[src/rtl/seg_scan_ctrl.sv]
// Scan controller for a 4-digit 7-segment display: digit select, active-low anodes
// and a double-buffered display value that only changes at frame boundaries.
//
// state    | meaning
// ST_IDLE  | en low, anodes off, counter and select held at zero
// ST_BLANK | dead time at the start of a slot, anodes off
// ST_SHOW  | selected digit driven unless leading-zero suppressed
module seg_scan_ctrl #(
    parameter int PRESCALE     = 100000,
    parameter int BLANK_CYCLES = 1000
) (
    input  logic        clk,
    input  logic        rst,
    input  logic        en,
    input  logic        lz_blank,
    input  logic        load,
    input  logic [15:0] din,
    output logic        load_ack,
    output logic [15:0] digit,
    output logic [1:0]  sel,
    output logic [3:0]  an,
    output logic        frame_tick
);

    localparam int CW = (PRESCALE > 2) ? $clog2(PRESCALE) : 1;
    localparam logic [CW-1:0] CNT_MAX = CW'(PRESCALE - 1);
    localparam logic [CW-1:0] BLANK_W = CW'(BLANK_CYCLES);

    localparam logic [1:0] ST_IDLE  = 2'd0;
    localparam logic [1:0] ST_BLANK = 2'd1;
    localparam logic [1:0] ST_SHOW  = 2'd2;

    logic [1:0]    state, state_n;
    logic [CW-1:0] cnt, cnt_n;
    logic [1:0]    sel_n;
    logic [3:0]    an_n;
    logic          tick_n;
    logic          show_n;
    logic          commit;
    logic [15:0]   pend;
    logic          pend_v;
    logic [15:0]   digit_n;
    logic [3:0]    supp;

    always_comb begin
        cnt_n  = '0;
        sel_n  = 2'd0;
        tick_n = 1'b0;
        if (state != ST_IDLE && en) begin
            if (cnt == CNT_MAX) begin
                cnt_n  = '0;
                sel_n  = sel + 2'd1;
                tick_n = (sel == 2'd3);
            end else begin
                cnt_n = cnt + 1'b1;
                sel_n = sel;
            end
        end
    end

    generate
        if (BLANK_CYCLES == 0) begin : g_no_blank
            assign show_n = 1'b1;
        end else begin : g_blank
            assign show_n = (cnt_n >= BLANK_W);
        end
    endgenerate

    always_comb begin
        state_n = ST_IDLE;
        if (en) begin
            state_n = show_n ? ST_SHOW : ST_BLANK;
        end
    end

    // A load arriving on the commit edge bypasses the pending register so the newest value wins.
    assign commit  = pend_v && ((state == ST_IDLE) || tick_n);
    assign digit_n = commit ? (load ? din : pend) : digit;

    // Suppression looks at the value that will be displayed, keeping an and digit consistent.
    always_comb begin
        supp    = 4'b0000;
        supp[1] = lz_blank && (digit_n[15:4] == 12'h000);
        supp[2] = lz_blank && (digit_n[15:8] == 8'h00);
        supp[3] = lz_blank && (digit_n[15:12] == 4'h0);
    end

    always_comb begin
        an_n = 4'hF;
        if (en && show_n && !supp[sel_n]) begin
            an_n = ~(4'b0001 << sel_n);
        end
    end

    always_ff @(posedge clk or posedge rst) begin
        if (rst) begin
            state      <= ST_IDLE;
            cnt        <= '0;
            sel        <= 2'd0;
            an         <= 4'hF;
            frame_tick <= 1'b0;
            load_ack   <= 1'b0;
            digit      <= 16'h0000;
            pend       <= 16'h0000;
            pend_v     <= 1'b0;
        end else begin
            state      <= state_n;
            cnt        <= cnt_n;
            sel        <= sel_n;
            an         <= an_n;
            frame_tick <= tick_n;
            load_ack   <= commit;
            digit      <= digit_n;
            if (commit) begin
                pend_v <= 1'b0;
            end else if (load) begin
                pend   <= din;
                pend_v <= 1'b1;
            end
        end
    end

endmodule

[config.mk]
export PLATFORM = sky130hd
export DESIGN_NAME = seg_scan_ctrl
export DESIGN_NICKNAME = d
export VERILOG_FILES = /design/src/rtl/seg_scan_ctrl.sv
export SDC_FILE = /design/constraint.sdc
export NUM_CORES = 1
export LEC_CHECK = 0
export ABC_AREA = 0
export CELL_PAD_IN_SITES_DETAIL_PLACEMENT = 2
export CELL_PAD_IN_SITES_GLOBAL_PLACEMENT = 2
export CORE_MARGIN = 2
export CORE_UTILIZATION = 30
export CTS_BUF_LIST = sky130_fd_sc_hd__clkbuf_8 sky130_fd_sc_hd__clkbuf_16
export CTS_CLUSTER_DIAMETER = 100
export DETAILED_ROUTE_END_ITERATION = 12
export GPL_TIMING_DRIVEN = 1
export PLACE_DENSITY = 0.77
export SYNTH_ARGS = -nofsm -noshare
export SYNTH_HDL_FRONTEND = slang
export SYNTH_SLANG_ARGS = --single-unit
[constraint.sdc]
create_clock -name clk -period 3.3 [get_ports clk]
set_input_delay 0.66 -clock clk [delete_from_list [all_inputs] [get_ports clk]]
set_output_delay 0.66 -clock clk [all_outputs]
set_load 0.02 [all_outputs]
---- Word level (Yosys, flattened, before mapping) ----
Index checks and enable logic that the tools add are counted.
word-level totals
  register bits after elaboration ......... 60
  latch bits .............................. 0
  RAM bits ................................ 0
  bits in read-only memories .............. 0
  input port bits ......................... 21
  word-level logic and storage cells ...... 48
  memories ................................ 0
operators by class
  $add $sub $neg .......................... 2
  multipliers ............................. 0
  div/mod/pow operators ................... 0
  magnitude comparators ................... 2
  equal/unequal tests ..................... 2
  shift operators ......................... 1
  mux-type cells .......................... 15
  bitwise gates (word level) .............. 1
  reductions and logical operators ........ 15
operator list
  operator               count
  $mux 17                2
  $mux 16                2
  $add 17x1->17 const B  1
  $eq 17x17->1 const B   1
  $ge 17x10->1 const B   1
  $logic_not 12->1       1
  $logic_not 8->1        1
  $mux 2                 4
  $logic_and 1x1->1      7
  $mux 1                 5
  $logic_not 4->1        1
  $mux 4                 1
  $not 4->4              1
  $reduce_bool 2->1      2
  $shl 1x2->4 const A    1
  $lt 2x3->1 const B     1
  $add 2x1->2 const B    1
  $bmux 1 s2             1
  $eq 2x2->1 const B     1
  $logic_not 2->1        1
  $logic_not 1->1        1
  $logic_or 1x1->1       1

---- Longest topological paths before layout ----
  depth after elaboration ................. 13
  depth in mapped cells ................... 9
  mapped depth without buffers ............ 8

---- Worst setup path after synthesis ----
OpenSTA, ideal clock, no wires.
  path type ............................... flip-flop to flip-flop
  start ................................... register cnt[0]
  end ..................................... register an[3]
  data arrival time ....................... 2781 ps
  data required time ...................... 3200 ps
  path slack .............................. 419 ps
  cell stages (with the launch flop) ...... 9
  clock period less this slack ............ 2881 ps
  cells stage by stage .................... dfrtp_1 ha_1 inv_1 or4_1 xnor2_1 a2111oi_0 nor4b_1 a21o_1 or4b_2
on the way
  word-level cells in the longest chain between the ends .. 13
  elaborated cells between the ends (all ways) .. 26
  classes of those cells .................. add/sub: 1; order compare: 1; eq/ne: 1; shift: 1; mux: 10; bitwise: 1; reduce/logical: 11
RTL lines
  item                                                    line  RTL
  from (decl)                                             34    logic [CW-1:0] cnt, cnt_n;
  from (signal assigned)                                  108   cnt <= cnt_n;
  branches (longest 12 deep; another with $add 17x1->17)  --
  $mux 4 *                                                90    if (en && show_n && !supp[sel_n]) begin
  via an_n[3]                                             36    logic [3:0] an_n;
  to (signal assigned)                                    110   an <= an_n;
  to (decl)                                               21    output logic [3:0] an,
Mark *: on every way through the listed nets, which the timed path passes. The select of a mux whose other input is x is not followed.
A chain may end at the register's enable or synchronous reset.

---- Worst setup path after layout ----
  start ................................... register cnt[3]
  end ..................................... register an[3]
Same word-level chain as after synthesis.

==> flow_summary.json <==
{
  "status": "complete, no violations",
  "place_hpwl_um": 6070,
  "htree_levels": 3,
  "clock_latency_ns": 0.35,
  "ys_async_sr_fraction": 1.00,
  "synth_area_leader_cell": "dfrtp_1",
  "hold_ws_ns": 0.495,
  "synth_ff_type": "dfrtp_1",
  "drtIter0Drc": 77,
  "rsz0062_at_grt": "no",
  "fin_nets": 370,
  "dieWidth_um": 105,
  "relSlewSlack": 0.499,
  "fin_crit_ns": 3.08,
  "overflow": 0,
  "clkTransAtPathRegs_ns": 0.07,
  "row_count": 36,
  "p_per_area_mw_per_mm2": 503,
  "yosysSeqAreaShare": 0.494,
  "wl_met3_um": 386,
  "cts-root-buf": "clkbuf_8",
  "slew_viol_final": 0,
  "fin_util": 0.398,
  "p_clk_frac": 0.381,
  "die_h_um": 105,
  "wl_per_cell_um": 17.2,
  "worst-path-buf-inv": 0,
  "p_sw_frac": 0.285,
  "netlist_area_mm2": 0.00305,
  "place_area_mm2": 0.00367,
  "place_ws_ns": 0.0600,
  "synth.top_cell.area_share": 0.459,
  "yosys-top-cells-area": "dfrtp_1, mux2i_1, mux2_2",
  "route.detailed.drc": 0,
  "hold_buffers": 0,
  "maxCapViolations": 0,
  "critPathTopFamily": "simple AND/OR/NAND/NOR gates",
  "cp_slowest_cell": "or4b_2",
  "syn-num-nets": 320,
  "p_int_mw": 1.41,
  "worst_ep_required_time_ns": 3.55,
  "final_area_mm2": 0.00390,
  "grt_antenna_before_repair": 0,
  "synth_edf_count": 0,
  "firstDrtPassIters": 4,
  "drive_above_1_share": 0.159,
  "io_pins": 45,
  "cts_buffers": 9,
  "gp_congestion": 0.786,
  "fp.dieArea_mm2": 0.0110,
  "hold_viol": 0,
  "tightest_slew_ns": 0.751,
  "worstSetupPathType": "reg2reg",
  "timing.setup.tns_ns": 0,
  "critPathMaxStageDelay_ns": 0.70,
  "track_usage": 0.166,
  "p_comb_frac": 0.177,
  "setup_viol": 0,
  "syn_inst": 297,
  "p_sw_mw": 0.560,
  "vdd_drop_max_mv": 0.250,
  "ys_warn_count": 0,
  "ys_ff_latch": 60,
  "worst_slack_ns": 0.223,
  "cts.sinks": 60,
  "worst_ep_arrival_time_ns": 3.33,
  "place_inst": 469,
  "highest-signal-layer": "met4",
  "area_growth_pct": 27.9,
  "seqPwrFrac": 0.442,
  "grt_pass1_wl_um": 14200,
  "grt_max_degree": 33,
  "cp-start-kind": "flip-flop",
  "fin_skew_ns": 0.0100,
  "end_kind": "flip-flop",
  "layoutNonFillerInstCount": 485,
  "cp_max_fo": 7,
  "cts_tree": "yes",
  "met2_wirelength_um": 4050,
  "clockBufferDepth": 2,
  "yosys.cell_types.count": 49,
  "drtAntennaViolNets": 0,
  "core_mm2": 0.00982,
  "finalPower_mw": 1.96,
  "port_buffers": 44,
  "initial_core_util": 0.311,
  "cp_cell_sequence": "nand4_1 -> or4_1 -> xnor2_1 -> a2111oi_2 -> nor4b_1 -> a21o_1 -> or4b_2",
  "via_per_inst": 4.94,
  "fmax_mhz": 325,
  "grt_pass1_vias": 2649,
  "period_share": 0.933,
  "n_antenna_cell": 0,
  "p_leak_nw": 1.58,
  "syn_area_per_cell_um2": 10.3,
  "wl_met1_um": 3750,
  "hp-class": "reg2reg",
  "vias": 2398,
  "routed_wirelength_um": 8340
}
## sequential cells by signal, summed over array words and instances (netlist names)
signal and cells:
cnt 17, digit 16, pend 16, an 4
sel 2, state 2, frame_tick 1, load_ack 1
pend_v 1
## layout by cell type, fill, tap and decap left out, types with 6 or more instances in the layout
master           Yosys  layout
inv_1                8       7
nor4_1               6       6
mux2_2              13      13
buf_4                0       9
nor2_1              34      34
nand2_1             27      27
clkbuf_8             0       9
xnor2_1             14      14
xor2_1               6       6
dfrtp_1             56      56
nor3_1               7       7
nand3_1              9       9
o21ai_0             19      19
mux2i_1             19      19
clkdlybuf4s50_1      0      44
## routing by layer
layer,vias up,track usage
li1,1144,-
met1,1202,0.210
met2,39,0.267
met3,13,0.0536
met4,0,0.0562
met5,-,0
## layout make-up
class / instances / area [um2]
clock buffers: 9 / 124
clock inverters: 7 / 101
fillers: 1113 / 5920
inverters: 8 / 30.0
multi-input cells: 214 / 1450
flip-flops and latches: 60 / 1510
well taps: 133 / 166
repair buffers: 54 / 528
## cell usage after synthesis (all sizes together), types with 2 or more instances
cell	number
inv	8
and3	2
mux2	17
o21ai	20
buf	6
o31ai	2
nor3	8
clkbuf	9
or4b	3
or2	3
xor2	6
dfstp	4
ha	2
nand2	27
dfrtp	56
nor2b	2
nor2	34
a21oi	5
nand3	9
nand4	4
xnor2	14
and2	5
or4	5
or3	2
and4	3
mux2i	19
nor4	6
## path summary, 6_finish.rpt
path	slack, ns	start	depth (start not counted)	endpoint
max reg2reg	0.22	cnt[3]	7	an[3]
max in group asynchronous	1.96	rst	3	digit[8]
min	0.50	pend[1]	1	pend[1]
min reg2reg	0.50	pend[1]	1	pend[1]
max	0.22	cnt[3]	7	an[3]
min in group asynchronous	0.72	rst	2	cnt[1]
## cells by family (layout without fill, tap and decap cells)
logic type	Yosys count	count (layout)	synth area share
multiplexers	36	36	0.125
flip-flops	60	60	0.494
buffers and inverters	23	78	0.0340
XOR/XNOR	20	20	0.0574
adder cells (fa/ha/maj)	2	2	0.00820
AND/OR/NAND/NOR	118	118	0.204
AO/OA/AOI/OAI	38	38	0.0779
## power by group through the flow
stage / sequential, mW / clock (mW) / combinational, mW
2_1_floorplan: 0.919 / 0 / 0.139
3_3_place_gp: 0.877 / 0 / 0.342
3_5_place_dp: 0.881 / 0 / 0.354
4_1_cts: 0.869 / 0.776 / 0.356
5_1_grt: 0.880 / 0.801 / 0.380
6_report: 0.869 / 0.748 / 0.348
## repair_timing
item / CTS / global route
resized for setup: 0 / 2
buffers inserted: 0 / 0
endpoints found under the setup margin: 0 / 1
Note: power is estimated with default switching activity, not from simulation.
